--- src/rtl/cpu_control.sv ---
// cpu_control: multi-cycle LC-3b control sequencer.
// Walks fetch/decode/execute/memory/writeback, driving every datapath load and
// select line plus the memory strobes. Memory stalls are bounded by a wait
// counter; an expired wait latches mem_error and parks the FSM in HALT.

package lc3b_types;
    typedef enum logic [2:0] {
        alu_add,
        alu_and,
        alu_not,
        alu_pass,
        alu_sll,
        alu_srl,
        alu_sra
    } lc3b_aluop;
endpackage

module cpu_control
    import lc3b_types::*;
#(
    parameter int WAIT_LIMIT = 255
) (
    input  logic       clk,
    input  logic       rst,
    input  logic [3:0] opcode,
    input  logic       branch_enable,
    input  logic       imm5_enable,
    input  logic       offset11_enable,
    input  logic       d_bit,
    input  logic       a_bit,
    input  logic       mem_addr0,
    input  logic       mem_resp,
    output logic       load_pc,
    output logic       load_ir,
    output logic       load_regfile,
    output logic       load_mar,
    output logic       load_mdr,
    output logic       load_cc,
    output logic [1:0] pcmux_sel,
    output logic [1:0] alumux_sel,
    output logic [1:0] regfilemux_sel,
    output logic [1:0] marmux_sel,
    output logic [1:0] loadmux_sel,
    output logic       storemux_sel,
    output logic       mdrmux_sel,
    output logic       pcoffsetmux_sel,
    output logic       maradjmux_sel,
    output lc3b_aluop  aluop,
    output logic       mem_read,
    output logic       mem_write,
    output logic [1:0] mem_byte_enable,
    output logic       mem_error
);

    localparam logic [3:0] OP_BR   = 4'b0000;
    localparam logic [3:0] OP_ADD  = 4'b0001;
    localparam logic [3:0] OP_LDB  = 4'b0010;
    localparam logic [3:0] OP_STB  = 4'b0011;
    localparam logic [3:0] OP_JSR  = 4'b0100;
    localparam logic [3:0] OP_AND  = 4'b0101;
    localparam logic [3:0] OP_LDR  = 4'b0110;
    localparam logic [3:0] OP_STR  = 4'b0111;
    localparam logic [3:0] OP_NOT  = 4'b1001;
    localparam logic [3:0] OP_LDI  = 4'b1010;
    localparam logic [3:0] OP_STI  = 4'b1011;
    localparam logic [3:0] OP_JMP  = 4'b1100;
    localparam logic [3:0] OP_SHF  = 4'b1101;
    localparam logic [3:0] OP_LEA  = 4'b1110;
    localparam logic [3:0] OP_TRAP = 4'b1111;

    // Counter wide enough to hold WAIT_LIMIT itself (saturation value).
    localparam int CW = (WAIT_LIMIT > 0) ? $clog2(WAIT_LIMIT + 1) : 1;
    localparam logic [CW-1:0] LIMIT_VAL = CW'(WAIT_LIMIT);
    localparam logic [CW-1:0] LAST_WAIT = (WAIT_LIMIT > 0) ? CW'(WAIT_LIMIT - 1) : '0;

    // Three distinct read states so the read's successor needs no extra flag:
    // MEMRD (operand data), MEMRD_PTR (LDI/STI pointer), MEMRD_TRAP (vector).
    typedef enum logic [4:0] {
        FETCH1, FETCH2, FETCH3, DECODE,
        S_ALU, S_NOT, S_SHF, S_LEA,
        BR_TAKEN, S_JMP, JSR1, JSR2,
        CALC, MEMRD, MEMRD_PTR, IND, STR1, MEMWR, WB,
        TRAP1, TRAP2, MEMRD_TRAP, TRAP3, HALT
    } state_t;

    state_t        state_reg, state_next;
    logic [CW-1:0] wait_cnt_reg, wait_cnt_next;
    logic          mem_error_reg, mem_error_next;
    logic          mem_state;
    logic          timeout_hit;

    assign mem_state = (state_reg == FETCH2) || (state_reg == MEMRD) ||
                       (state_reg == MEMRD_PTR) || (state_reg == MEMRD_TRAP) ||
                       (state_reg == MEMWR);

    // Final stalled cycle allowed: this one also lacks mem_resp, so give up.
    assign timeout_hit = (WAIT_LIMIT != 0) && mem_state && !mem_resp &&
                         (wait_cnt_reg == LAST_WAIT);

    assign mem_error = mem_error_reg;

    // State, wait counter and sticky error registers.
    always_ff @(posedge clk) begin
        if (rst) begin
            state_reg     <= FETCH1;
            wait_cnt_reg  <= '0;
            mem_error_reg <= 1'b0;
        end else begin
            state_reg     <= state_next;
            wait_cnt_reg  <= wait_cnt_next;
            mem_error_reg <= mem_error_next;
        end
    end

    // Wait counter counts stalled memory cycles, clears everywhere else.
    always_comb begin
        wait_cnt_next  = '0;
        mem_error_next = mem_error_reg | timeout_hit;
        if ((WAIT_LIMIT != 0) && mem_state && !mem_resp) begin
            wait_cnt_next = (wait_cnt_reg == LIMIT_VAL) ? wait_cnt_reg
                                                        : wait_cnt_reg + CW'(1);
        end
    end

    // Next-state and Moore control outputs; defaults first, then per state.
    always_comb begin
        state_next      = state_reg;
        load_pc         = 1'b0;
        load_ir         = 1'b0;
        load_regfile    = 1'b0;
        load_mar        = 1'b0;
        load_mdr        = 1'b0;
        load_cc         = 1'b0;
        pcmux_sel       = 2'd0;
        alumux_sel      = 2'd0;
        regfilemux_sel  = 2'd0;
        marmux_sel      = 2'd0;
        loadmux_sel     = 2'd0;
        storemux_sel    = 1'b0;
        mdrmux_sel      = 1'b0;
        pcoffsetmux_sel = 1'b0;
        maradjmux_sel   = 1'b0;
        aluop           = alu_pass;
        mem_read        = 1'b0;
        mem_write       = 1'b0;
        mem_byte_enable = 2'b11;

        case (state_reg)
            FETCH1: begin
                marmux_sel = 2'd1;
                load_mar   = 1'b1;
                load_pc    = 1'b1;
                pcmux_sel  = 2'd0;
                state_next = FETCH2;
            end
            FETCH2: begin
                mem_read   = 1'b1;
                mdrmux_sel = 1'b1;
                load_mdr   = 1'b1;
                if (mem_resp)         state_next = FETCH3;
                else if (timeout_hit) state_next = HALT;
            end
            FETCH3: begin
                load_ir    = 1'b1;
                state_next = DECODE;
            end
            DECODE: begin
                case (opcode)
                    OP_ADD, OP_AND: state_next = S_ALU;
                    OP_NOT:         state_next = S_NOT;
                    OP_SHF:         state_next = S_SHF;
                    OP_LEA:         state_next = S_LEA;
                    OP_BR:          state_next = branch_enable ? BR_TAKEN : FETCH1;
                    OP_JMP:         state_next = S_JMP;
                    OP_JSR:         state_next = JSR1;
                    OP_LDR, OP_LDB, OP_STR, OP_STB, OP_LDI, OP_STI:
                                    state_next = CALC;
                    OP_TRAP:        state_next = TRAP1;
                    default:        state_next = FETCH1;
                endcase
            end
            S_ALU: begin
                alumux_sel   = imm5_enable ? 2'd2 : 2'd0;
                aluop        = (opcode == OP_AND) ? alu_and : alu_add;
                load_regfile = 1'b1;
                load_cc      = 1'b1;
                state_next   = FETCH1;
            end
            S_NOT: begin
                aluop        = alu_not;
                load_regfile = 1'b1;
                load_cc      = 1'b1;
                state_next   = FETCH1;
            end
            S_SHF: begin
                alumux_sel   = 2'd3;
                aluop        = !d_bit ? alu_sll : (a_bit ? alu_sra : alu_srl);
                load_regfile = 1'b1;
                load_cc      = 1'b1;
                state_next   = FETCH1;
            end
            S_LEA: begin
                regfilemux_sel = 2'd2;
                loadmux_sel    = 2'd2;
                load_regfile   = 1'b1;
                load_cc        = 1'b1;
                state_next     = FETCH1;
            end
            BR_TAKEN: begin
                pcmux_sel       = 2'd1;
                pcoffsetmux_sel = 1'b0;
                load_pc         = 1'b1;
                state_next      = FETCH1;
            end
            S_JMP: begin
                pcmux_sel  = 2'd2;
                load_pc    = 1'b1;
                state_next = FETCH1;
            end
            JSR1: begin
                regfilemux_sel = 2'd3;
                load_regfile   = 1'b1;
                state_next     = JSR2;
            end
            JSR2: begin
                if (offset11_enable) begin
                    pcmux_sel       = 2'd1;
                    pcoffsetmux_sel = 1'b1;
                end else begin
                    pcmux_sel = 2'd2;
                end
                load_pc    = 1'b1;
                state_next = FETCH1;
            end
            CALC: begin
                // Byte accesses address through the MAR adjust path; word
                // accesses use the ALU to add the scaled offset.
                if (opcode == OP_LDB || opcode == OP_STB) begin
                    marmux_sel    = 2'd3;
                    maradjmux_sel = 1'b1;
                end else begin
                    alumux_sel = 2'd1;
                    aluop      = alu_add;
                end
                load_mar = 1'b1;
                case (opcode)
                    OP_LDR, OP_LDB: state_next = MEMRD;
                    OP_STR, OP_STB: state_next = STR1;
                    default:        state_next = MEMRD_PTR;
                endcase
            end
            MEMRD, MEMRD_PTR, MEMRD_TRAP: begin
                mem_read   = 1'b1;
                mdrmux_sel = 1'b1;
                load_mdr   = 1'b1;
                if (mem_resp) begin
                    if (state_reg == MEMRD)          state_next = WB;
                    else if (state_reg == MEMRD_PTR) state_next = IND;
                    else                             state_next = TRAP3;
                end else if (timeout_hit) begin
                    state_next = HALT;
                end
            end
            IND: begin
                marmux_sel = 2'd2;
                load_mar   = 1'b1;
                state_next = (opcode == OP_LDI) ? MEMRD : STR1;
            end
            STR1: begin
                storemux_sel = 1'b1;
                aluop        = alu_pass;
                load_mdr     = 1'b1;
                state_next   = MEMWR;
            end
            MEMWR: begin
                mem_write = 1'b1;
                if (opcode == OP_STB) begin
                    mem_byte_enable = mem_addr0 ? 2'b10 : 2'b01;
                end
                if (mem_resp)         state_next = FETCH1;
                else if (timeout_hit) state_next = HALT;
            end
            WB: begin
                if (opcode == OP_LDB) begin
                    regfilemux_sel = 2'd2;
                    loadmux_sel    = {1'b0, mem_addr0};
                end else begin
                    regfilemux_sel = 2'd1;
                end
                load_regfile = 1'b1;
                load_cc      = 1'b1;
                state_next   = FETCH1;
            end
            TRAP1: begin
                regfilemux_sel = 2'd3;
                load_regfile   = 1'b1;
                state_next     = TRAP2;
            end
            TRAP2: begin
                marmux_sel    = 2'd3;
                maradjmux_sel = 1'b0;
                load_mar      = 1'b1;
                state_next    = MEMRD_TRAP;
            end
            TRAP3: begin
                // Vector sits in MDR; route it to the PC input.
                marmux_sel = 2'd2;
                pcmux_sel  = 2'd2;
                load_pc    = 1'b1;
                state_next = FETCH1;
            end
            HALT: begin
                state_next = HALT;
            end
            default: begin
                state_next = FETCH1;
            end
        endcase
    end

endmodule

--- config.mk ---
export PLATFORM = sky130hd
export DESIGN_NAME = cpu_control
export DESIGN_NICKNAME = d
export VERILOG_FILES = /design/src/rtl/cpu_control.sv
export SDC_FILE = /design/constraint.sdc
export NUM_CORES = 1
export LEC_CHECK = 0
export CORE_UTILIZATION = 44
export DETAILED_ROUTE_END_ITERATION = 6
export PLACE_DENSITY = 0.77
export SYNTH_ARGS = -nofsm -noshare
export SYNTH_HDL_FRONTEND = slang
export SYNTH_SLANG_ARGS = --single-unit
--- constraint.sdc ---
create_clock -name clk -period 1.5 [get_ports clk]
set_input_delay 0.3 -clock clk [delete_from_list [all_inputs] [get_ports clk]]
set_output_delay 0.3 -clock clk [all_outputs]
set_load 0.01 [all_outputs]
==> impl_metrics.toml, run 1 <==
[placement]
dp_slack_ps = -923
port_buffers = 40
routabilityCongestion = 0.886
dp_hpwl_microns = 4330
placed_cells = 359

[logic_synthesis]
synthSimpleGateAreaFrac_pct = 37.0
syn-num-nets = 239
yosysUniqueCellTypes = 52
yosys_most_used_dff = "dfxtp_1"
synth_xor_area_share_pct = 2.25
yosysWarnings = 0
synth_seq_area_share_pct = 18.0
syn_area_sq_mm = 0.00156
synth_top_family_by_area = "simple AND/OR/NAND/NOR gates"
synth.avg_cell_area_sq_um = 6.97
synth_mux_area_share_pct = 0
ys_ff_latch = 14
synth-adder-area-share_pct = 1.60
synth_compound_area_share_pct = 31.5
synth-async-reset-ratio_pct = 0
synthCells = 224
synth-edff-count = 0

[clock_network]
cts_hold_buf = 0
cts_htree_levels = 1
clk_path_buf_depth = 2
cts_buffers = 3
cts_root_buf = "clkbuf_4"
clock_sinks = 14

[run_status]
error_message = "[ERROR DPL-0038] Utilization greater than 100%, impossible to legalize"
outcome = "aborted with a tool error"
stop_stage = "5_1_grt"

[timing]
worst_endpoint = "aluop[0]"
worstEndpointType = "top-level output"

[floorplanning]
initial_core_util_pct = 46.4
rows = 21
io_pins = 41
dieHeight_microns = 61.6
die_x_microns = 61.6

[grt]
grt_max_degree = 18
through the flow:
| step | hold slack [ps] | instance area, sq um |
|---|---|---|
| after floorplan | 372 | 1670 |
| after global placement | 461 | 2510 |
| after detailed placement | 462 | 2510 |
| after CTS | 492 | 3060 |
kinds of logic after synthesis:
| group | count (synthesis) |
|---|---|
| AND/OR/NAND/NOR | 103 |
| AO/OA/AOI/OAI | 72 |
| buffers and inverters | 29 |
| flip-flops | 14 |
| XOR/XNOR | 4 |
| adder cells (fa/ha/maj) | 2 |
synth_stat cells (4+ instances only):
| library cell | number | area share (%) |
|---|---|---|
| a21oi_1 | 14 | 4.5 |
| a31oi_1 | 11 | 4.4 |
| and3_1 | 4 | 1.6 |
| nor2_1 | 22 | 5.3 |
| nand2b_1 | 8 | 3.2 |
| clkbuf_1 | 12 | 2.9 |
| buf_2 | 9 | 2.9 |
| and2_1 | 6 | 2.4 |
| o22ai_1 | 6 | 2.4 |
| nand3_1 | 8 | 2.6 |
| dfxtp_1 | 14 | 18 |
| nor2b_1 | 4 | 1.6 |
| nand2_1 | 16 | 3.8 |
| nor3_1 | 8 | 2.6 |
| o21ai_0 | 15 | 4.8 |
| o32ai_1 | 5 | 2.8 |
timing repair:
| item | CTS |
|---|---|
| hold endpoints to repair | 0 |
| endpoints found under the setup margin | 41 |
| gates resized for setup | 211 |
| setup buffers | 39 |
| pin swaps | 40 |
==> run 2, diff against run 1 <==
- CORE_UTILIZATION: 44 -> 40
- PLACE_DENSITY: 0.77 -> not set
- PLACE_DENSITY_LB_ADDON: not set -> 0.15
- clock period: 1.5 -> 2 ns (I/O delays scaled with it)
==> impl_metrics.toml, run 2 <==
[finish]
syn2layout_area_growth_pct = 66.9
drive_gt1_share_pct = 41.9
design_area_sq_mm = 0.00260
diodes = 0
final_common_cell = "buf_4"
fin_cells = 363
layout_common_cells = "61 x buf_4, 18 x nor2_1, 15 x nand2_1"
largest_register_ffs = 8
nets = 331

[floorplanning]
die_x_microns = 64.5
rows = 22
initial_core_util_pct = 42.3
die_area_sq_mm = 0.00415
io_pins = 41
core-area_sq_mm = 0.00369
dieHeight_microns = 64.5

[logic_synthesis]
synth-edff-count = 0
synth.avg_cell_area_sq_um = 6.97
yosys_most_used_dff = "dfxtp_1"
yosysUniqueCellTypes = 52
synth_seq_area_share_pct = 18.0
yosysWarnings = 0
netlist.area_leader.share_pct = 18.0
synth_top_cell_by_area = "dfxtp_1"
synth_common_cells = "22 x nor2_1, 16 x nand2_1, 15 x o21ai_0"
ys_ff_latch = 14
synthCells = 224
syn_area_sq_mm = 0.00156
syn-num-nets = 239
synth.most_common_cell = "nor2_1"
ys_top_cells_by_area = "dfxtp_1 18%, nor2_1 5.3%, o21ai_0 4.8%, a21oi_1 4.5%, a31oi_1 4.4%"
synth-async-reset-ratio_pct = 0

[clock_network]
cts_root_buf = "clkbuf_8"
cts_htree_levels = 1
cts_hold_buf = 0
insertion_delay_ps = 250
clk_path_buf_depth = 2
clock_sinks = 14
cts_tree = "yes"
cts.clk_slew.worst_paths_ps = 60
cts_buffers = 3

[timing]
rsz0062_at_grt = "true"
max_freq_mhz = 499
post-route-period-util_pct = 100
hold_ws_ps = 497
period_needed_ps = 2000
drv_slew = 0
setup_tns_ps = -4.01
tightest_slew_ps = 328
finClkSkew_ps = 5.34
setup_slack_ps = -3.92
finalSetupViolations = 2
finalHoldViolations = 0
max-slew-margin-rel_pct = 77.8

[drt]
avgRoutedWirePerCell_microns = 15.5
vias = 2063
vias_per_cell = 5.68
antenna_left = 0
finalWirelength_microns = 5610
drt-initial-drc-count = 144
firstDrtPassIters = 4
drc = 0

[run_status]
violations = "negative setup slack"
outcome = "complete, but fails checks"

[setup_path]
rr_startpoint = "state_reg[4]$_SDFF_PP0_"
critical_path.endpoint_type = "output pin"
cp_max_fo = 6
worstPathRequired_ps = 1600
reg2reg_to = "state_reg[4]$_SDFF_PP0_"
critPathKind = "reg2out"
startpoint_type = "register"
worstSetupStartpoint = "state_reg[1]$_SDFF_PP0_"
arrival_ps = 1600
crit_path_end = "load_mdr"
r2r_setup_slack_ps = 200
reg2reg_depth = 9

[flow_run]
maxCapViolations = 0

[placement]
routabilityCongestion = 0.905
placed_cells = 340
port_buffers = 40
placed_cell_area_sq_mm = 0.00229
dp_hpwl_microns = 3750

[pwr]
leakage_uw = 0.00112
ir_drop_mv = 0.484
p_per_area_mw_per_mm2 = 502

[grt]
grt_pass1_vias = 1903
overflow = 0
groute.usage.overall_pct = 27.2
grt_first_pass_wirelength_microns = 8840
grt_max_degree = 15
antenna_found_initial = 0

[worst_hold_path]
hold_class = "reg2reg"
run 2: repair_timing:
item,4_1_cts,5_1_grt
cloned,1,0
setup buffers,11,7
resized for setup,81,55
endpoints found under the setup margin,27,21
pin swaps,2,11
run 2: worst min-delay path by stage:
stage	from	end	slack, ps	cells after the start
6_report	mem_error$_SDFF_PP0_	mem_error$_SDFF_PP0_	500	2
5_1_grt	wait_cnt_reg[6]$_SDFFE_PP0P_	wait_cnt_reg[6]$_SDFFE_PP0P_	560	1
4_1_cts	mem_error$_SDFF_PP0_	mem_error$_SDFF_PP0_	490	2
3_5_place_dp	mem_error$_SDFF_PP0_	mem_error$_SDFF_PP0_	480	2
3_3_place_gp	mem_error$_SDFF_PP0_	mem_error$_SDFF_PP0_	460	2
2_1_floorplan	wait_cnt_reg[6]$_SDFFE_PP0P_	wait_cnt_reg[6]$_SDFFE_PP0P_	470	1
run 2: logic make-up after synthesis:
group | synth area share (%)
AO/OA/AOI/OAI | 31.5
adder cells (fa/ha/maj) | 1.60
buffers and inverters | 9.62
AND/OR/NAND/NOR | 37.1
flip-flops | 18.0
XOR/XNOR | 2.25
run 2: worst max-delay path: stages, from the launching register on:
cell and delay (ps):
dfxtp_4 400, buf_6 130, and2b_2 230, a22o_1 250, or2_4 230, buf_6 120
run 2: layout make-up:
class	count	area, sq um
fill	324	1080
inverter	3	11.3
multi-input combinational	181	1260
timing repair buffer	113	920
tap	48	60.1
sequential	14	294
clock buffer	4	55.1
run 2: routing by layer:
metal	routed length [microns]	global-route usage [%]	part of all wire (%)	vias up
met1	2540	38.6	45	970
met5	0	0	0	-
met2	2690	44.2	48	76
met4	49	4.17	0.87	0
li1	-	-	-	1010
met3	329	3.70	5.9	7
run 2: report_power, final:
part | total, uW | leakage (uW) | internal (uW) | switching, uW
logic | 710 | 0.000971 | 383 | 326
clock network | 281 | 0.0000288 | 175 | 106
registers | 317 | 0.000116 | 293 | 23.8
run 2: per-stage QoR:
stage               worst slack (ps)  power, uW  util (%)
floorplan                        117        605         -
global placement                -760        878      62.0
detailed placement              -763        883      62.0
CTS                             -126       1190      67.4
global route                   -40.6       1370      70.6
finish                         -3.92       1310      70.6
No activity file was read; power rests on OpenSTA's default activity.
==> run 3, diff against run 2 <==
- DONT_BUFFER_PORTS: not set -> 1
==> impl_metrics.toml, run 3 (synthesis gave the netlist of run 2 again) <==
[setup_path]
slowest_stage = "nor2b_2"
rr_startpoint = "state_reg[3]$_SDFF_PP0_"
critPathKind = "reg2out"
cpPeakStageDelay_ps = 390
startpoint_type = "register"
arrival_ps = 1540
reg2reg_to = "wait_cnt_reg[2]$_SDFFE_PP0P_"
worstPathRequired_ps = 1600
cp_max_fo = 7
r2r_setup_slack_ps = 220
reg2reg_depth = 5
critical_path.endpoint_type = "output pin"
crit_buf_inv = 0
cp_cell_sequence = "nor2b_2, nand3_2, o22ai_1"
critPathTopFamily = "simple AND/OR/NAND/NOR gates"

[timing]
post-route-period-util_pct = 97.1
setup_tns_ps = 0
drv_slew = 0
period_needed_ps = 1940
max-slew-margin-rel_pct = 57.5
max_freq_mhz = 515
finClkSkew_ps = 4.70
finalHoldViolations = 0
tightest_slew_ps = 629
finalSetupViolations = 0
rsz0062_at_grt = "true"

[floorplanning]
rows = 22
core-area_sq_mm = 0.00369
dieHeight_microns = 64.5
die_x_microns = 64.5
io_pins = 41
initial_core_util_pct = 42.3
die_area_sq_mm = 0.00415

[drt]
avgRoutedWirePerCell_microns = 17.1
vias_per_cell = 6.24
finalWirelength_microns = 4730
drt-initial-drc-count = 111
vias = 1729
drc = 0
firstDrtPassIters = 4
antenna_left = 0

[worst_hold_path]
min_from = "rst"
hold_depth = 1
hold_class = "in2reg"
hold_path_end = "mem_error$_SDFF_PP0_"

[clock_network]
clock_sinks = 14
cts_buffers = 3
cts.clk_slew.worst_paths_ps = 60
cts_hold_buf = 0
cts_htree_levels = 1
clk_path_buf_depth = 2
cts_tree = "yes"
insertion_delay_ps = 250
cts_root_buf = "clkbuf_8"

[placement]
placed_cell_area_sq_mm = 0.00166
port_buffers = 0
dp_hpwl_microns = 3350
routabilityCongestion = 0.906
placed_cells = 270

[finish]
final_util_pct = 49.6
drive_gt1_share_pct = 25.3
final_common_cell = "buf_4"
design_area_sq_mm = 0.00183
diodes = 0
syn2layout_area_growth_pct = 17.3
layout_common_cells = "26 x buf_4, 18 x nor2_1, 15 x nand2_1, 15 x o21ai_0, 14 x a21oi_1"
largest_register_ffs = 8
fin_cells = 277
nets = 245

[pwr]
leakage_uw = 0.000635
p_per_area_mw_per_mm2 = 554
ir_drop_mv = 0.433
total_power_uw = 1010

[grt]
grt_max_degree = 23
grt_first_pass_wirelength_microns = 7610
groute.usage.overall_pct = 23.3
grt_pass1_vias = 1537
overflow = 0
antenna_found_initial = 0

[flow_run]
maxCapViolations = 0

[run_status]
outcome = "finished, final reports clean"
## run 3: cell types whose count changed in the layout (fill, tap and decap cells not counted), sizes merged
cell,previous run,this run
buf,82,27
clkbuf,13,4
clkdlybuf4s50,9,0
dlygate4sd2,7,0
clkdlybuf4s15,4,0
dlymetal6s2s,2,0
## run 3: worst max-delay path by stage
stage | start | end | slack [ps] | cells past startpoint
CTS | state_reg[0]$_SDFF_PP0_ | load_mdr | 2 | 4
finish | state_reg[4]$_SDFF_PP0_ | alumux_sel[0] | 60 | 3
global placement | state_reg[0]$_SDFF_PP0_ | wait_cnt_reg[1]$_SDFFE_PP0P_ | 120 | 5
global route | state_reg[0]$_SDFF_PP0_ | aluop[1] | -60 | 6
detailed placement | state_reg[0]$_SDFF_PP0_ | wait_cnt_reg[1]$_SDFFE_PP0P_ | 130 | 5
floorplan | opcode[0] | aluop[0] | 120 | 5
## run 3: layer usage
layer / global-route usage, % / part of all wire (%) / vias up
met5: 0 / 0 / -
li1: - / - / 837
met2: 36.1 / 46 / 90
met3: 5.28 / 9.8 / 4
met4: 3.61 / 0.53 / 0
met1: 33.3 / 44 / 798
## run 3: cell type report
class / count / area [sq um]
Clock buffer: 4 / 55.1
Fill cell: 375 / 1860
Multi-Input combinational cell: 181 / 1200
Inverter: 3 / 11.3
Timing Repair Buffer: 27 / 215
Sequential cell: 14 / 289
Tap cell: 48 / 60.1
## run 3: power breakdown
group	internal, uW	switching (uW)	leakage [uW]
clock network	174	101	0.0000288
logic	192	223	0.000491
registers	294	31.4	0.000115
## run 3: what timing repair did
item	in CTS	in global routing
hold endpoints to repair	0	0
gates resized for setup	6	22
endpoints found under the setup margin	15	15
pin swaps	0	0
setup buffers	2	1
gates cloned	0	0
## run 3: per-stage QoR
stage               setup slack [ps]  hold slack, ps
finish                          58.3             222
global route                   -58.3             211
CTS                             1.52             215
detailed placement               125             475
global placement                 116             474
floorplan                        117             466
## run 3: worst reg2reg max path: stages (launching register included)
cell and delay, ps:
dfxtp_1 360, buf_4 200, or2_1 260, o32ai_4 350, nand2b_1 280, nor3_1 250
==> run 4, diff against run 3 <==
- SETUP_SLACK_MARGIN: not set -> 0.5
==> impl_metrics.toml, run 4 (synthesis gave the netlist of run 2 again) <==
[floorplanning]
dieHeight_microns = 64.5
io_pins = 41
die_area_sq_mm = 0.00415
initial_core_util_pct = 42.3
die_x_microns = 64.5
rows = 22
core-area_sq_mm = 0.00369

[timing]
period_needed_ps = 1960
rsz0062_at_grt = "true"
drv_slew = 0
max-slew-margin-rel_pct = 56.5
tightest_slew_ps = 643
max_freq_mhz = 510
post-route-period-util_pct = 98.0
finClkSkew_ps = 8.10
finalSetupViolations = 0
finalHoldViolations = 0

[pwr]
pwr-share-comb_pct = 58.5
p_per_area_mw_per_mm2 = 495
total_power_uw = 1380
switchingPower_uw = 547
power.share.sequential_pct = 24.0
leakage_uw = 0.000966
internal-power_uw = 828
ir_drop_mv = 0.333
pwr-share-clk_pct = 17.5
netSwitchingFraction_pct = 39.8

[placement]
port_buffers = 0
routabilityCongestion = 0.955
placed_cells = 258
dp_hpwl_microns = 3220

[finish]
largest_register_ffs = 8
diodes = 0
multi_input_comb_area_sq_mm = 0.00167
n_fill_cell = 214
drive_gt1_share_pct = 60.6
final_common_cell = "buf_4"
layout_common_cells = "35 x buf_4, 27 x buf_6, 11 x nor2_1"
nets = 286
fin_cells = 317
syn2layout_area_growth_pct = 78.1
seqCellArea_sq_um = 299

[drt]
antenna_left = 0
wl_met2_microns = 3570
vias = 2258
wl_met1_microns = 2890
firstDrtPassIters = 5
finalWirelength_microns = 7920
top_layer_used = "met4"
drc = 0
drt-initial-drc-count = 319
dr_wl_met3_microns = 963
avgRoutedWirePerCell_microns = 25.0
vias_per_cell = 7.12

[clock_network]
cts_buffers = 3
cts_tree = "yes"
clock_sinks = 14
cts_hold_buf = 0
insertion_delay_ps = 250
clk_path_buf_depth = 2
cts.clk_slew.worst_paths_ps = 60
cts_htree_levels = 1
cts_root_buf = "clkbuf_8"

[grt]
grt_max_degree = 19
antenna_found_initial = 0
groute.usage.overall_pct = 31.9
grt_first_pass_wirelength_microns = 10300
grt_pass1_vias = 2016
overflow = 0

[setup_path]
critPathKind = "reg2out"
startpoint_type = "register"
r2r_setup_slack_ps = 40
arrival_ps = 1560
critical_path.endpoint_type = "output pin"
worstPathRequired_ps = 1600
cp_max_fo = 7

[worst_hold_path]
hold_class = "in2reg"

[flow_run]
maxCapViolations = 0

[run_status]
outcome = "finished, final reports clean"
## run 4: cell type report
type | instances | share of cell area [%]
inverter | 3 | 0.405
multi-input combinational | 181 | 59.9
sequential | 14 | 10.8
timing repair buffer | 68 | 25.3
tap | 48 | 2.16
clock buffer | 3 | 1.49
## run 4: path summary, 6_finish.rpt
check / from / to / cells past startpoint
min reg2reg: wait_cnt_reg[6]$_SDFFE_PP0P_ / wait_cnt_reg[6]$_SDFFE_PP0P_ / 1
max: state_reg[0]$_SDFF_PP0_ / marmux_sel[1] / 6
min: rst / mem_error$_SDFF_PP0_ / 1
max reg2reg: state_reg[0]$_SDFF_PP0_ / state_reg[4]$_SDFF_PP0_ / 10
## run 4: worst max-delay path, stage by stage, from the launching register on
cell and delay, ps:
dfxtp_4 400, buf_6 150, buf_6 110, nor2_4 180, a21oi_2 80, o22ai_1 190, and2_4 200
## run 4: layer usage
metal	vias up	GRT usage [%]
met3	65	8.80
met2	231	48.9
met1	1043	40.8
met4	0	15.8
met5	-	0
li1	919	-
## run 4: per-stage QoR
step	hold WS [ps]	utilization (%)	setup slack (ps)	instance area, sq um	setup TNS, ps
finish	220	75.3	39.7	2780	0
global route	215	75.3	-6.81	2780	-6.81
CTS	221	67.5	150	2490	0
detailed placement	475	45.6	134	1680	0
global placement	474	45.6	162	1680	0
floorplan	466	-	314	1750	0
## run 4: power by group through the flow
stage | combinational [uW] | sequential, uW | clock [uW]
floorplan | 362 | 313 | 0
global placement | 337 | 344 | 0
detailed placement | 333 | 347 | 0
CTS | 649 | 325 | 239
global route | 824 | 329 | 249
finish | 804 | 330 | 241
## run 4: repair_timing
item / 4_1_cts / 5_1_grt
pin swaps: 43 / 33
setup endpoints to repair: 40 / 41
setup buffers: 40 / 14
resized for setup: 98 / 41
gates cloned: 2 / 0
==> RTL change 1 (settings of run 2) <==
Reset style: asynchronous (`rst`), changed in one clocked block.
--- a/src/rtl/cpu_control.sv
+++ b/src/rtl/cpu_control.sv
@@ -100,7 +100,7 @@
     assign mem_error = mem_error_reg;
 
     // State, wait counter and sticky error registers.
-    always_ff @(posedge clk) begin
+    always_ff @(posedge clk or posedge rst) begin
         if (rst) begin
             state_reg     <= FETCH1;
             wait_cnt_reg  <= '0;
Check against the original RTL: differs if rst is asserted again (counterexample within 4 cycles, from zero or initial values and one cycle with rst high); with rst held inactive, the same outputs for 10 cycles.
==> RTL change 1 against run 2 <==
The flow still finishes with violations (setup timing); sequential cell count stayed put; maximum frequency fell by 3.8%; cell area is 3.5% higher; clock skew is 3.1 ps higher; non-clock buffer count grew 9; global-route usage rose by 0.37 points; worst setup slack worse by 79 ps; wire length increased by 5.8%; synthesized area fell by 2.9%; die area decreased by 2.8%; first-iteration DRC count down 11%; critical path type is now primary input to primary output; critical endpoint is now marmux_sel[1].
Power is not compared: it rests on default switching activity, and its combinational part moved more than twofold at a synthesized area within 25%.
==> RTL change 1: results (changes against run 2) <==
status:
  status: "finished, violations left"
  violations: "setup timing"
global_route:
  grt_use_met1: 0.386  # about the same
  met2_usage: 0.436  # -0.00594
  grt_use_total: 0.275  # +0.00371
setup_path:
  cp_max_fo: 4  # -2
  crit_path_end: "marmux_sel[1]"
  r2r_setup_slack_ps: 80  # -120 ps
  reg2reg_to: "state_reg[2]"
yosys:
  ys_top_cells_by_area: "dfrtp_1 23%, nor2_1 7.9%, a21oi_1 4.6%"
  syn_inst: 215  # -4.0%
  synth-async-reset-ratio: 1.00  # +1.00
  synth_commonest_cells: "32 x nor2_1, 17 x nand2_1, 14 x a21oi_1, 14 x dfrtp_1, 12 x o21ai_0"
  mappedNetlistNets: 230  # -3.8%
routing:
  wirelength_um: 5940  # +5.8%
  met3RoutedLength_um: 413  # +26%
  vias: 2054  # -0.44%
sta:
  timing.final.ws_setup_ps: -82.6  # -78.7 ps
  setup_violations: 10  # +8
placement:
  place_ws_ps: -795  # -32.3 ps
  dpl.hpwl_um: 3930  # +5.0%
finish:
  drive_gt1_frac: 0.489  # +0.0701
  inv_count: 5  # +2
  fillers: 252  # -22%
  layout.cells.non_filler: 369  # +1.7%
  nonClkBufAreaFrac: 0.359  # +0.00630
  clkCellAreaFrac: 0.0204  # -0.000707
[RTL change 1: cell types whose count changed after synthesis, moves of 4 or more]
cell / delta
nor2_1: +10
dfrtp_1: +14
a31oi_1: -10
o32ai_1: -5
buf_2: -4
and2_1: -5
dfxtp_1: -14
o211ai_1: +4
[RTL change 1: kinds of logic (layout without fill, tap and decap cells)]
logic type,count (synthesis),in the layout,synth area share
AND/OR/NAND/NOR,110,110,0.387
buffers and inverters,23,131,0.0718
AO/OA/AOI/OAI,58,58,0.247
adder cells (fa/ha/maj),2,2,0.0165
XOR/XNOR,8,8,0.0462
flip-flops,14,14,0.231
[RTL change 1: worst reg2reg max path: stages, from the launching register on]
cell	delay, ps
dfrtp_2	460
buf_6	140
or3_4	390
buf_6	140
or2_2	310
a22oi_2	210
a211oi_1	70
o211ai_1	110
==> RTL change 2 (flow settings as in run 2) <==
Made on the original files. The parameter `WAIT_LIMIT` goes from 255 to 510.
--- a/src/rtl/cpu_control.sv
+++ b/src/rtl/cpu_control.sv
@@ -18,7 +18,7 @@
 module cpu_control
     import lc3b_types::*;
 #(
-    parameter int WAIT_LIMIT = 255
+    parameter int WAIT_LIMIT = 510
 ) (
     input  logic       clk,
     input  logic       rst,
Function: no difference found for any inputs over 10 cycles, from zero or initial values and one cycle with rst high; that may be too few to reach the edited logic, so the function may still have changed.
==> RTL change 2 against run 2 <==
The run still ends with setup timing left; worst setup slack got worse by 55 ps; global-route usage fell by 0.83 points; register-to-register slack improved by 100 ps; sequential cell count rose by 1; wire length fell by 0.70%; non-clock buffer count fell by 8; cell area barely moved; total power fell by 16%; hold slack got worse by 17 ps; synthesized area rose by 6.5%; combinational power fell by 27%; maximum frequency fell by 2.7%; critical endpoint is now aluop[0].
==> RTL change 2: results (changes against run 2) <==
finish:
  drive_gt1_frac: 0.373  # -0.0464
  diodes: 0  # unchanged
  largest_reg_flops: 9  # +1
  fillers: 376  # +16%
  final_nets: 339  # +2.4%
global_route:
  grt_max_degree: 17  # +2
  use_met3: 0.0462  # +0.00926
  grt_use_total: 0.263  # -0.00830
  met2_usage: 0.418  # -0.0237
  antenna_found_initial: 0  # unchanged
  grt_pass1_vias: 1854  # -2.6%
  grt_use_met1: 0.359  # -0.0266
  grt_pass1_wl_um: 8910  # +0.86%
placement:
  dpl.hpwl_um: 4040  # +7.9%
  gp_congestion: 0.914  # +0.89%
  placed_cell_area_um2: 2380  # +3.9%
  dp.cells: 355  # +4.4%
  place_ws_ps: -830  # -66.8 ps
yosys:
  ys_seq_area_frac: 0.181  # +0.00109
  yosysUniqueCellTypes: 63  # +21%
  synth-compound-area-share: 0.273  # -0.0426
  syn_inst: 235  # +4.9%
  ys_top_cells_by_area: "dfxtp_1 18%, a21oi_1 6.3%, nor2_1 6.1%"
  yosys.area_share.adder: 0.0226  # +0.00655
  synth_commonest_cells: "27 x nor2_1, 21 x a21oi_1, 18 x nand2_1"
  synthMuxAreaShare: 0.00602  # +0.00602
  mappedNetlistNets: 251  # +5.0%
  synth_xor_area_frac: 0.0422  # +0.0197
setup_path:
  arrival_ps: 1660  # +60 ps
  slowest_delay_ps: 490  # +90 ps
  cp_max_fo: 5  # -1
  crit_path_end: "aluop[0]"
  reg2reg_to: "state_reg[3]"
  r2r_cells: 7  # -2
  slowest_stage: "or4b_4"
  r2r_setup_slack_ps: 300  # +100 ps
clocking:
  root_buffer: "clkbuf_8"
  clockBufferDepth: 2  # unchanged
  post-cts-setup-buffers: 12  # +1
  cts-resized-gates: 97  # +20%
  cts-buffers-inserted: 3  # unchanged
min_path:
  min_path_type: "register to register"
  whs_path_depth: 2  # unchanged
sta:
  timing.final.ws_setup_ps: -58.8  # -54.9 ps
  clock_skew_ps: 4.20  # -1.14 ps
  holdWs_ps: 480  # -17.1 ps
  tns_ps: -156  # -152 ps
  max_slew.worst_pin.slew_ps: 460  # +132 ps
  setup_violations: 4  # +2
routing:
  viasPerCell: 5.47  # -3.7%
  drtIter0Drc: 120  # -17%
  routedWlPerCell_um: 15.0  # -3.1%
  met3RoutedLength_um: 372  # +13%
  wl_met2_um: 2560  # -4.8%
  wirelength_um: 5570  # -0.70%
  wl_met1_um: 2560  # +0.63%
power:
  static-leakage-power_uw: 0.00119  # +6.2%
  vdd_drop_max_v: 0.000394  # -19%
status:
  status: "finished, violations left"
  violations: "setup timing"
-- RTL change 2: cell count changes after synthesis, sizes merged, moves of 4 or more --
cell           run 2  this run
a21o               0         4
a21oi             14        21
a31oi             11         4
clkbuf            12         8
nor2              22        27
o21ai             15        11
o32ai              6         2
-- RTL change 2: power by group --
part	leakage, uW	total [uW]	internal [uW]	switching, uW
clock	0.0000228	242	141	101
combinational	0.00104	521	254	267
sequential	0.000125	329	311	18.1
total	0.00119	1090	706	386
-- RTL change 2: logic make-up after synthesis --
group	count (synthesis)
xor gates and xnor gates	8
buffers and inverters	27
muxes	1
DFF	15
adders and majority gates	3
AOI/OAI and AO/OA	67
and+or+nand+nor	114
-- RTL change 2: final cells by class --
class                      count  area [um^2]  area share
sequential                    15          317       0.122
inverter                       5         18.8     0.00722
tap                           50         62.6      0.0241
timing repair buffer         105          848       0.326
clock buffer                   4         45.0      0.0173
multi-input combinational    193         1310       0.504
